File: src/rtl/demux_router_pkg.sv
// rtl/demux_router_pkg.sv - channel select codes and default sizing for the 1-to-4 byte demux router
package demux_router_pkg;

    localparam logic [1:0] SEL_A = 2'b00;
    localparam logic [1:0] SEL_B = 2'b01;
    localparam logic [1:0] SEL_C = 2'b10;
    localparam logic [1:0] SEL_D = 2'b11;

    localparam int DEF_WIDTH = 8;
    localparam int DEF_DEPTH = 4;

    localparam int NUM_CHAN = 4;

endpackage

File: src/rtl/demux_chan_fifo.sv
// rtl/demux_chan_fifo.sv - single-channel synchronous first-word-fall-through FIFO with occupancy count
module demux_chan_fifo
    import demux_router_pkg::*;
#(
    parameter int  WIDTH = DEF_WIDTH,
    parameter int  DEPTH = DEF_DEPTH,
    localparam int CW    = $clog2(DEPTH) + 1,
    localparam int AW    = $clog2(DEPTH)
) (
    input  logic             clk,
    input  logic             reset,
    input  logic             push,
    input  logic [WIDTH-1:0] wdata,
    input  logic             pop,
    output logic [WIDTH-1:0] rdata,
    output logic [CW-1:0]    cnt,
    output logic             full,
    output logic             empty
);

    logic [WIDTH-1:0] mem [DEPTH];
    logic [AW-1:0]    wr_ptr;
    logic [AW-1:0]    rd_ptr;
    logic             do_push;
    logic             do_pop;

    assign full    = (cnt == CW'(DEPTH));
    assign empty   = (cnt == '0);
    assign do_push = push && !full && !reset;
    assign do_pop  = pop && !empty && !reset;

    // Head byte is forced to zero while empty so stale storage never leaks out.
    assign rdata = empty ? '0 : mem[rd_ptr];

    always_ff @(posedge clk) begin
        if (reset) begin
            wr_ptr <= '0;
            rd_ptr <= '0;
            cnt    <= '0;
        end else begin
            if (do_push) begin
                wr_ptr <= wr_ptr + 1'b1;
            end
            if (do_pop) begin
                rd_ptr <= rd_ptr + 1'b1;
            end
            case ({do_push, do_pop})
                2'b10:   cnt <= cnt + 1'b1;
                2'b01:   cnt <= cnt - 1'b1;
                default: cnt <= cnt;
            endcase
        end
    end

    // Storage has no reset; its contents are only observed through the count.
    always_ff @(posedge clk) begin
        if (do_push) begin
            mem[wr_ptr] <= wdata;
        end
    end

endmodule

File: src/rtl/demux_router.sv
// rtl/demux_router.sv - steers a valid/ready byte stream into four independently drained channel FIFOs
module demux_router
    import demux_router_pkg::*;
#(
    parameter int  WIDTH = DEF_WIDTH,
    parameter int  DEPTH = DEF_DEPTH,
    localparam int CW    = $clog2(DEPTH) + 1
) (
    input  logic             clk,
    input  logic             reset,
    input  logic [WIDTH-1:0] in_data,
    input  logic [1:0]       in_sel,
    input  logic             in_valid,
    output logic             in_ready,
    output logic [WIDTH-1:0] A,
    output logic [WIDTH-1:0] B,
    output logic [WIDTH-1:0] C,
    output logic [WIDTH-1:0] D,
    output logic             a_valid,
    output logic             b_valid,
    output logic             c_valid,
    output logic             d_valid,
    input  logic             a_ready,
    input  logic             b_ready,
    input  logic             c_ready,
    input  logic             d_ready,
    output logic [CW-1:0]    a_cnt,
    output logic [CW-1:0]    b_cnt,
    output logic [CW-1:0]    c_cnt,
    output logic [CW-1:0]    d_cnt,
    output logic             drop_err
);

    logic [WIDTH-1:0] ch_data [NUM_CHAN];
    logic [CW-1:0]    ch_cnt  [NUM_CHAN];
    logic [NUM_CHAN-1:0] ch_full;
    logic [NUM_CHAN-1:0] ch_empty;
    logic [NUM_CHAN-1:0] ch_push;
    logic [NUM_CHAN-1:0] ch_pop;
    logic [NUM_CHAN-1:0] ch_ready;
    logic                accept;
    logic                stall_q;
    logic [1:0]          sel_q;

    // Only the selected channel's full flag gates acceptance; a same-cycle
    // pop on that channel does not open room, so there is no ready->ready path.
    assign in_ready = !reset && !ch_full[in_sel];
    assign accept   = in_valid && in_ready;

    assign ch_ready = {d_ready, c_ready, b_ready, a_ready};
    assign ch_pop   = ch_ready & ~ch_empty;

    for (genvar i = 0; i < NUM_CHAN; i++) begin : g_chan
        assign ch_push[i] = accept && (in_sel == 2'(i));

        demux_chan_fifo #(
            .WIDTH (WIDTH),
            .DEPTH (DEPTH)
        ) u_fifo (
            .clk   (clk),
            .reset (reset),
            .push  (ch_push[i]),
            .wdata (in_data),
            .pop   (ch_pop[i]),
            .rdata (ch_data[i]),
            .cnt   (ch_cnt[i]),
            .full  (ch_full[i]),
            .empty (ch_empty[i])
        );
    end

    assign A = ch_data[SEL_A];
    assign B = ch_data[SEL_B];
    assign C = ch_data[SEL_C];
    assign D = ch_data[SEL_D];

    assign a_valid = !ch_empty[SEL_A];
    assign b_valid = !ch_empty[SEL_B];
    assign c_valid = !ch_empty[SEL_C];
    assign d_valid = !ch_empty[SEL_D];

    assign a_cnt = ch_cnt[SEL_A];
    assign b_cnt = ch_cnt[SEL_B];
    assign c_cnt = ch_cnt[SEL_C];
    assign d_cnt = ch_cnt[SEL_D];

    // A stalled offer must keep its destination; retargeting it is a producer
    // protocol violation that latches until reset.
    always_ff @(posedge clk) begin
        if (reset) begin
            drop_err <= 1'b0;
            stall_q  <= 1'b0;
            sel_q    <= SEL_A;
        end else begin
            stall_q <= in_valid && !in_ready;
            sel_q   <= in_sel;
            if (in_valid && stall_q && (in_sel != sel_q)) begin
                drop_err <= 1'b1;
            end
        end
    end

endmodule

File: config.mk
export PLATFORM = sky130hd
export DESIGN_NAME = demux_router
export DESIGN_NICKNAME = d
export VERILOG_FILES = /design/src/rtl/demux_router_pkg.sv /design/src/rtl/demux_chan_fifo.sv /design/src/rtl/demux_router.sv
export SDC_FILE = /design/constraint.sdc
export NUM_CORES = 1
export LEC_CHECK = 0
export CORE_MARGIN = 2
export CORE_UTILIZATION = 55
export DETAILED_ROUTE_END_ITERATION = 16
export PLACE_DENSITY = 0.76
export RECOVER_POWER = 100
export SLEW_MARGIN = 10
export SYNTH_ARGS = -nofsm -noshare
export SYNTH_HDL_FRONTEND = slang
export SYNTH_SLANG_ARGS = --single-unit
File: constraint.sdc
create_clock -name clk -period 3.7 [get_ports clk]
set_input_delay 1.11 -clock clk [delete_from_list [all_inputs] [get_ports clk]]
set_output_delay 1.11 -clock clk [all_outputs]
set_load 0.01 [all_outputs]
# Word level (Yosys, flattened, before mapping)
# Memories as Yosys holds them, arrays and structs flattened. A register that Yosys moved wholly into a read port is not among the register bits.
# Index checks and enable logic that the tools add are counted.
dict set report op_classes {
  addsub 16
  magnitude_cmp 1
  eq_ne 16
  n_mux 26
  bitwise 2
  reduce_logical 45
}
# operator n
set ops {}
lappend ops {{$mux W8} 4}
lappend ops {{$logic_and A1 B1 Y1} 25}
lappend ops {{$pmux W3 S2} 4}
lappend ops {{$add A2 B1 Y2 const B} 8}
lappend ops {{$mux W2} 8}
lappend ops {{$add A3 B1 Y3 const B} 4}
lappend ops {{$eq A2 B2 Y1 const B} 6}
lappend ops {{$eq A3 B3 Y1 const B} 4}
lappend ops {{$logic_not A3 Y1} 4}
lappend ops {{$sub A3 B1 Y3 const B} 4}
lappend ops {{$logic_not A1 Y1} 11}
lappend ops {{$eq A2 B1 Y1 const B} 5}
lappend ops {{$mux W1} 9}
lappend ops {{$reduce_bool A2 Y1} 4}
lappend ops {{$and A4 B4 Y4} 1}
lappend ops {{$not A4 Y4} 1}
lappend ops {{$lt A2 B3 Y1 const B} 1}
lappend ops {{$bmux W1 S2} 1}
lappend ops {{$logic_not A2 Y1} 1}
lappend ops {{$ne A2 B2 Y1} 1}
dict set report totals {
  register_bits 32
  ramBits 128
  in_bits 17
  output_inout_bits 50
  wordCells 125
  memories 4
}
# name depth word_bits read_ports rd_clocked_by_memory_dff wr line
set memory_table {}
lappend memory_table {{g_chan[0].u_fifo.mem} 4 8 1 1 1 demux_chan_fifo.sv:21} ;# logic [WIDTH-1:0] mem [DEPTH];
lappend memory_table {{g_chan[1].u_fifo.mem} 4 8 1 1 1 demux_chan_fifo.sv:21}
lappend memory_table {{g_chan[2].u_fifo.mem} 4 8 1 1 1 demux_chan_fifo.sv:21}
lappend memory_table {{g_chan[3].u_fifo.mem} 4 8 1 1 1 demux_chan_fifo.sv:21}

# Depth between registers and ports, before layout
# Gate-level depths: netlist (run 1).
dict set report depth {
  depth_word 11
  ltp_mapped 10
  ltp_nobuf 9
}

# Modules after synthesis
# Synthesis (run 1) repeated with hierarchy kept, for this count alone.
dict set report unflattened {
  cells_unflattened 452
  area_unflattened_um2 7344.5
}
# mod n_inst cells_per_inst area_each_um2 seq_area_each_um2
set by_module_without_submodules {}
lappend by_module_without_submodules {demux_chan_fifo 4 106 1775.5 1141.1}
lappend by_module_without_submodules {demux_router 1 28 242.7 80.1}

# Least setup slack after synthesis (run 1)
# No wires, ideal clock.
dict set report synth_path {
  path_type {input-to-output}
  startpoint {input in_sel[0]}
  endpoint {output in_ready}
  arrival_time_ps 1890
  required_ps 2590
  path_slack_ps 700
  cell_stages 4
  path_buffers 1
  path_cell_list {buf_2 -> nor2b_1 -> a22oi_2 -> o21ai_0}
}
dict set report synth_via {
  elab_chain_len 4
}
# item line
set synth_lines {}
lappend synth_lines {{from (decl)} demux_router.sv:12} ;# input logic [1:0] in_sel,
lappend synth_lines {{$bmux W1 S2} demux_router.sv:47} ;# assign in_ready = !reset && !ch_full[in_sel];
lappend synth_lines {{$mux W1 (implied by the code)} demux_router.sv:47}
lappend synth_lines {{$logic_not A1 Y1} demux_router.sv:47}
lappend synth_lines {{$logic_and A1 B1 Y1} demux_router.sv:47}
lappend synth_lines {{to (decl)} demux_router.sv:14} ;# output logic in_ready,
# No other way between the ends. The select of a mux whose other input is x is not followed.

# Worst setup path in the final report (run 1)
dict set report layout_path {
  startpoint {register g_chan[2].u_fifo.cnt[0]}
  endpoint {output C[2]}
}
dict set report layout_via {
  elab_chain_len 2
}
# item line
set layout_lines {}
lappend layout_lines {{from (decl)} demux_chan_fifo.sv:16} ;# output logic [CW-1:0] cnt,
lappend layout_lines {{from (signal assigned)} demux_chan_fifo.sv:48} ;# 2'b10: cnt <= cnt + 1'b1;
lappend layout_lines {{from (signal assigned)} demux_chan_fifo.sv:49} ;# 2'b01: cnt <= cnt - 1'b1;
lappend layout_lines {{from (signal assigned)} demux_chan_fifo.sv:50} ;# default: cnt <= cnt;
lappend layout_lines {{$logic_not A3 Y1} demux_chan_fifo.sv:28} ;# assign empty = (cnt == '0);
lappend layout_lines {{$mux W8} demux_chan_fifo.sv:33} ;# assign rdata = empty ? '0 : mem[rd_ptr];
lappend layout_lines {{to (decl)} demux_router.sv:17} ;# output logic [WIDTH-1:0] C,
# No other way between the ends.

==> Flow_metrics.wiki, run 1 <==
{| class="wikitable"
! Metric !! Value
|-
| Status || finished clean
|-
| Buf/Inv on CP || 1
|-
| Post-Synth XOR/XNOR Area || 2.254%
|-
| Leak Pwr || ~3 nW
|-
| Endpoint required time on the critical path || 2.59 ns
|-
| Largest cells by area after synthesis || edfxtp_1 (55%), dfxtp_1 (11%), mux4_2 (10%)
|-
| Net count after synthesis || between 400 and 500
|-
| Max incr delay on CP || 0.86 ns
|-
| Inserted Clock Buffers || 17
|-
| Instance count of the mapped netlist || 448
|-
| Overall routing resource usage || 20.26%
|-
| Netlist Area Pre-Place || about 7000 um2
|-
| Tightest slew margin relative to the limit || 31.40%
|-
| Simple-gate portion of the synthesized area || 9.964%
|-
| GP Congestion || 0.7038
|-
| Layout Area Growth over Synthesis || 21.27%
|-
| Area of the die || between 10000 and 15000 um2
|-
| Cell with the largest stage delay on the worst path || nor3_1
|-
| Total DRC errors in the routed layout || 0
|-
| Die height || about 120 um
|-
| Maximum level of the CTS H-tree || 4
|-
| Post-synthesis compound-gate area fraction || 3.488%
|-
| Sequential cell area fraction in the yosys report || between 60% and 70%
|-
| Clock tree sinks || ~170
|-
| Hold violation total from the final report || 0
|-
| Effective utilization at floorplan || 55.88%
|-
| Setup clock skew after layout || 0.006573 ns
|-
| CTS Hold Buffers Added || 0
|-
| Max Cap Viol || 0
|-
| WL per Instance || 18.04 um
|-
| Number of setup buffers added after CTS || 0
|-
| Number of library cell types mapped by synthesis || 34
|-
| Initial antenna violation count || 0
|-
| Initial DRT Pass Iterations || 4
|-
| Maximum clock frequency || 281.4 MHz
|-
| Core utilization of the finished layout || 67.76%
|-
| Yosys synthesis warning count || 0
|-
| Worst ir drop on vdd || 254.2 uV
|-
| Io pins || 67
|-
| Total of endpoints with negative setup slack in the final report || 0
|-
| Number of resized instances in the post-cts repair step || 2
|-
| Share of layout cells above drive strength 1 || 13.27%
|-
| Antenna diode count || 0
|-
| Overflow left after global routing || 0
|-
| Adder and majority cell fraction of the synthesized area || 4.723%
|-
| Maximum number of buffers from clock root to sink || 2
|-
| Multiplexer area fraction after synthesis || 10.30%
|-
| Core box area || 12520 um2
|-
| Launching element type of the critical path || flop
|-
| Pin count of the biggest net entering global routing || 39
|-
| Count of routing violations after the opening detailed-route iteration || 248
|-
| Critical path class || flop to output port
|-
| Horiz. Die Dim || 116.8 um
|-
| Slew at the pin closest to its max-slew limit || about 1.0 ns
|-
| Critical path cell sequence || nor3_1, nor2b_1, dlygate4sd3_1
|-
| Min-Delay Path Class || flop to flop
|-
| Main combinational cell family by area after synthesis || multiplexers
|-
| Routed wire length || 12.76 mm
|-
| Buffer cell driving the clock tree root || clkbuf_16
|-
| Arrival time of data at the critical path endpoint || ~2.4 ns
|-
| Vias in the first global route || 3872
|-
| Reg clk slew, reported paths || approximately 0.06 ns
|-
| Crit path max-delay family || simple AND/OR/NAND/NOR gates
|-
| Setup TNS || 0 ns
|-
| Slew Limit Fails || 0
|-
| Clock latency on the worst-skew pair || 0.42 ns
|-
| I/O Buffers || 66
|-
| Clock tree from TritonCTS || done
|-
| Smallest hold slack || roughly 0.49 ns
|-
| # placed instances || between 600 and 700
|-
| Area share of the largest cell type after synthesis || 54.96%
|-
| Power density relative to cell area || 492.8 nW/um2
|-
| Number of nets with antenna violations after detailed routing || 0
|-
| Number of storage elements in the synthesis netlist || 168
|-
| Via count || 3863
|-
| Global-route wire length before repair || 20.20 mm
|-
| Setup repair after global routing missed its margin || no
|-
| Final non-filler cell total || 707
|-
| Final critical delay including setup and external delays || 3.554 ns
|-
| Endpoint kind of the worst setup timing path || output port
|-
| Library cell with the largest summed area after synthesis || edfxtp_1
|-
| Number of placement rows || 41
|-
| Crit Path Max Fanout || 9
|-
| DP HPWL || roughly 8.1 mm
|-
| Post-Syn Area per Cell || 15.61 um2
|-
| Final Net Count || 563
|-
| Crit share post-route || 96.04%
|-
| Via density per instance || roughly 5.5
|}
through the flow:
step / worst slack, ns / instance area [um2] / power [mW]
after floorplan: 0.6996 / 6994 / 2.216
after CTS: 0.1691 / 8498 / 4.217
after global placement: -0.06087 / 7850 / 2.325
after global routing: 0.02369 / 8482 / 4.305
after detailed placement: -0.1317 / 7850 / 2.333
final: 0.1465 / 8482 / 4.180
cell usage in the layout, fill, tap and decap left out, drive strengths merged, types with 2 or more instances in the layout:
cell,count
clkbuf,22
dfxtp,40
clkdlybuf4s50,23
nor3b,4
dlygate4sd3,42
inv,30
a21oi,15
nor2,33
or3,4
and4bb,2
ha,20
bufinv,5
o31ai,7
buf,7
nand4bb,3
o311ai,4
fa,4
and3,16
mux4,32
clkinvlp,6
o21ai,10
edfxtp,128
nor3,4
nand3,8
nor2b,34
xor2,18
or3b,4
metal layers:
layer / up-vias / part of all wire [%] / global-route usage (%)
li1: 1818 / - / -
met1: 1932 / 43 / 26.09
met2: 92 / 51 / 34.30
met3: 21 / 3.7 / 3.656
met4: 0 / 2.4 / 8.471
met5: - / 0 / 0
layout make-up:
| class | count | area, um2 |
|---|---|---|
| Inverter | 30 | 112.6 |
| Fill cell | 893 | 4035 |
| Clock inverter | 12 | 200.2 |
| Timing Repair Buffer | 75 | 719.4 |
| Sequential cell | 168 | 4644 |
| Tap cell | 172 | 215.2 |
| Multi-Input combinational cell | 230 | 2143 |
| Clock buffer | 20 | 446.7 |
Yosys cell counts, drive strengths merged:
master and number:
edfxtp 128, dfxtp 40, nor2b 34, nor2 33, mux4 32, inv 30
ha 20, xor2 18, and3 16, a21oi 15, buf 12, o21ai 10
clkbuf 8, nand3 8, o31ai 7, fa 4, nor3 4, nor3b 4
o311ai 4, or3 4, or3b 4, nand4bb 3, and4bb 2, a22oi 1
and4b 1, nand3b 1, nand4b 1, nor4b 1, o2111a 1, o211ai 1
or4b 1
report_power, final:
part	switching, mW	internal [mW]
registers	0.0247	2.05
logic	0.106	0.103
clock network	0.686	1.21
kinds of logic after synthesis:
kind of cell,count (synthesis)
flops,168
compound gates,39
mux,32
simple gates,117
buf+inv,50
xor+xnor,18
fa+ha+maj,24
state kept, by name, summed over array words and instances, names as in the netlist, named ones only:
name and flops:
g_chan.u_fifo.cnt 12, g_chan.u_fifo.rd_ptr 8, g_chan.u_fifo.mem 128, stall_q 1, g_chan.u_fifo.wr_ptr 8, sel_q 2, drop_err 1
final timing paths:
check,startpoint,to,slack [ns],depth (start not counted)
worst max-delay path,g_chan[2].u_fifo.cnt[0],C[2],0.15,3
worst min register to register,stall_q,drop_err,0.49,2
worst min-delay path,stall_q,drop_err,0.49,2
worst max register to register,g_chan[3].u_fifo.cnt[2],g_chan[3].u_fifo.cnt[2],1.38,9
worst register-to-register path, cell delays in order, from the launching register on:
cell and delay (ns):
dfxtp_1 0.49, nor3b_1 0.30, nor2_1 0.12, inv_1 0.07, ha_1 0.17, inv_1 0.06
fa_1 0.38, xor2_1 0.16, or3_1 0.32, a21oi_1 0.18
Note: power is estimated with default switching activity, not from simulation.
==> inputs of run 2 (changes only) <==
GPL_TIMING_DRIVEN = 0   (was not set)
PLACE_DENSITY = 0.77   (was 0.76)
SLEW_MARGIN = not set   (was 10)
==> run 2 against run 1 <==
Sequential power about the same; non-clock buffer count up 10; largest cell class unchanged; register-to-register slack better by 0.06 ns; combinational power up 9%.
==> Flow_metrics.wiki, run 2 (synthesized netlist as in run 1, its figures left out) <==
{| class="wikitable"
! Metric !! Value
|-
| Status || finished clean
|-
| Leak Pwr || 2.898 nW
|-
| Filler Cell Count || 885
|-
| Final critical delay including setup and external delays || 3.576 ns
|-
| Critical path origin || in_sel[1]
|-
| Buf/Inv on CP || 3
|-
| Cell with the largest stage delay on the worst path || clkdlybuf4s50_1
|-
| Antenna diode count || 0
|-
| Power density relative to cell area || between 400 and 500 nW/um2
|-
| Total DRC errors in the routed layout || 0
|-
| Endpoint of the most critical register-to-register path || g_chan[0].u_fifo.cnt[2]
|-
| Endpoint required time on the critical path || 2.59 ns
|-
| Number of placement rows || 41
|-
| Vias in the first global route || 3905
|-
| Clock tree from TritonCTS || done
|-
| Hold violation total from the final report || 0
|-
| HP Start || drop_err
|-
| Core utilization of the finished layout || 67.34%
|-
| Routed wire length || 13.77 mm
|-
| Max Cap Viol || 0
|-
| Min-Delay Path Class || flop to flop
|-
| Horiz. Die Dim || 116.8 um
|-
| Final Net Count || between 500 and 600
|-
| Layout Area Growth over Synthesis || 20.52%
|-
| Global-route wire length before repair || between 20 and 25 mm
|-
| Crit share post-route || 96.65%
|-
| Post-route cell area || 8429 um2
|-
| Max reg flops || 128
|-
| Initial antenna violation count || 0
|-
| Io pins || between 60 and 70
|-
| Slew Limit Fails || 0
|-
| Inserted Clock Buffers || 17
|-
| Count of routing violations after the opening detailed-route iteration || ~270
|-
| Buffer cell driving the clock tree root || clkbuf_16
|-
| Highest-count cells in the layout ignoring fill and taps || edfxtp_1 (128), dfxtp_1 (40), clkdlybuf4s50_1 (36)
|-
| Number of nets with antenna violations after detailed routing || 0
|-
| WL per Instance || 19.21 um
|-
| Crit Path Max Fanout || 10
|-
| Placement-stage cell area || 7860 um2
|-
| Reg clk slew, reported paths || 0.06 ns
|-
| Most common cell after layout, fill and taps aside || edfxtp_1
|-
| Pin count of the biggest net entering global routing || 17
|-
| DP HPWL || roughly 8.5 mm
|-
| Maximum number of buffers from clock root to sink || 2
|-
| GP Congestion || 0.7737
|-
| Endpoint kind of the worst setup timing path || output port
|-
| Clock latency on the worst-skew pair || 0.42 ns
|-
| End point of the critical path || in_ready
|-
| Crit path max-delay family || buffers and inverters
|-
| Smallest hold slack || between 0.4 and 0.5 ns
|-
| Setup repair after global routing missed its margin || no
|-
| Critical path cell sequence || clkdlybuf4s50_1, clkbuf_1, a21oi_1, o21ai_1, clkbuf_2
|-
| Share of layout cells above drive strength 1 || 13.58%
|-
| Total of endpoints with negative setup slack in the final report || 0
|-
| Initial DRT Pass Iterations || 4
|-
| Worst ir drop on vdd || 244.8 uV
|-
| Critical path depth || 5
|-
| Die height || 116.8 um
|-
| Maximum level of the CTS H-tree || 4
|-
| # placed instances || 685
|-
| Via count || 3935
|-
| Core box area || ~13000 um2
|-
| Smallest setup slack after layout || 0.1241 ns
|-
| Effective utilization at floorplan || 55.88%
|-
| Source of the worst register-to-register timing path || g_chan[0].u_fifo.cnt[2]
|-
| Area of the die || 13640 um2
|-
| Area used by multi-input combinational logic || 2158 um2
|-
| Final non-filler cell total || 717
|-
| Worst slack at placement || -0.4227 ns
|-
| Setup clock skew after layout || 0.007369 ns
|-
| Tightest slew margin relative to the limit || 24.36%
|-
| Overflow left after global routing || 0
|-
| Maximum clock frequency || around 280 MHz
|-
| Via density per instance || around 5.5
|-
| Arrival time of data at the critical path endpoint || between 2 and 2.5 ns
|-
| Max incr delay on CP || 0.53 ns
|-
| I/O Buffers || 65
|-
| R2R cell count || 9
|-
| Overall routing resource usage || 21.67%
|-
| Launching element type of the critical path || input port
|-
| Slew at the pin closest to its max-slew limit || 1.126 ns
|-
| Reg2reg setup slack || ~1.4 ns
|-
| Clock tree sinks || 168
|-
| Largest registers in the final layout || g_chan.u_fifo.mem (128), g_chan.u_fifo.cnt (12)
|-
| Combined flip-flop and latch cell area || 4644 um2
|-
| Register with the highest flop count || g_chan.u_fifo.mem
|-
| Critical path class || input port to output port
|}
==> run 2: cell types whose count changed in the layout (fill, tap and decap cells not counted), sizes merged <==
cell | previous run | this run
clkdlybuf4s50 | 23 | 36
clkinv | 1 | 6
dlygate4sd2 | 1 | 0
clkbuf | 22 | 33
dlygate4sd3 | 42 | 28
clkinvlp | 6 | 5
bufinv | 5 | 2
==> run 2: worst min-delay path by stage <==
stage / depth (start not counted) / endpoint
floorplan: 2 / drop_err
CTS: 2 / drop_err
global route: 2 / drop_err
detailed placement: 2 / drop_err
global placement: 2 / drop_err
finish: 2 / drop_err
==> run 2: layer usage <==
layer  up-vias  global-route usage [%]  share of wire, %
li1       1839                       -                 -
met1      1964                   28.96                42
met2       113                   35.14                51
met3        19                   5.458               5.4
met4         0                   7.608               1.9
met5         -                       0                 0
==> run 2: area by class of cell <==
cell class,instances,area share (%)
plain buffers,20,1.054
clock buffers,19,5.136
clock inverters,13,1.559
inverters,30,1.336
multi-input cells,230,25.60
flip-flops and latches,168,55.10
well taps,172,2.553
repair buffers,65,7.659
==> run 2: repair_timing <==
action / CTS / global route
gates cloned: 0 / 0
hold buffers: 0 / 0
gates resized for setup: 5 / 4
setup buffers: 0 / 0
hold endpoints to repair: 0 / 0
endpoints found under the setup margin: 2 / 1
==> run 2: tightest hold or removal path, stage by stage, from the launching register on <==
cell,delay (ns)
dfxtp_1,0.32
inv_1,0.05
a21oi_1,0.05
==> run 2: report_power, final <==
| group | internal [mW] | switching, mW |
|---|---|---|
| Clock | 0.985 | 0.700 |
| Sequential | 2.05 | 0.0129 |
| Combinational | 0.104 | 0.124 |
| Total | 3.14 | 0.837 |
==> run 2: through the flow <==
stage / TNS (ns) / power, mW
after detailed placement: -1.233 / 2.332
after CTS: 0 / 3.993
after floorplan: 0 / 2.216
after global routing: 0 / 4.085
after global placement: -0.8052 / 2.323
final: 0 / 3.974
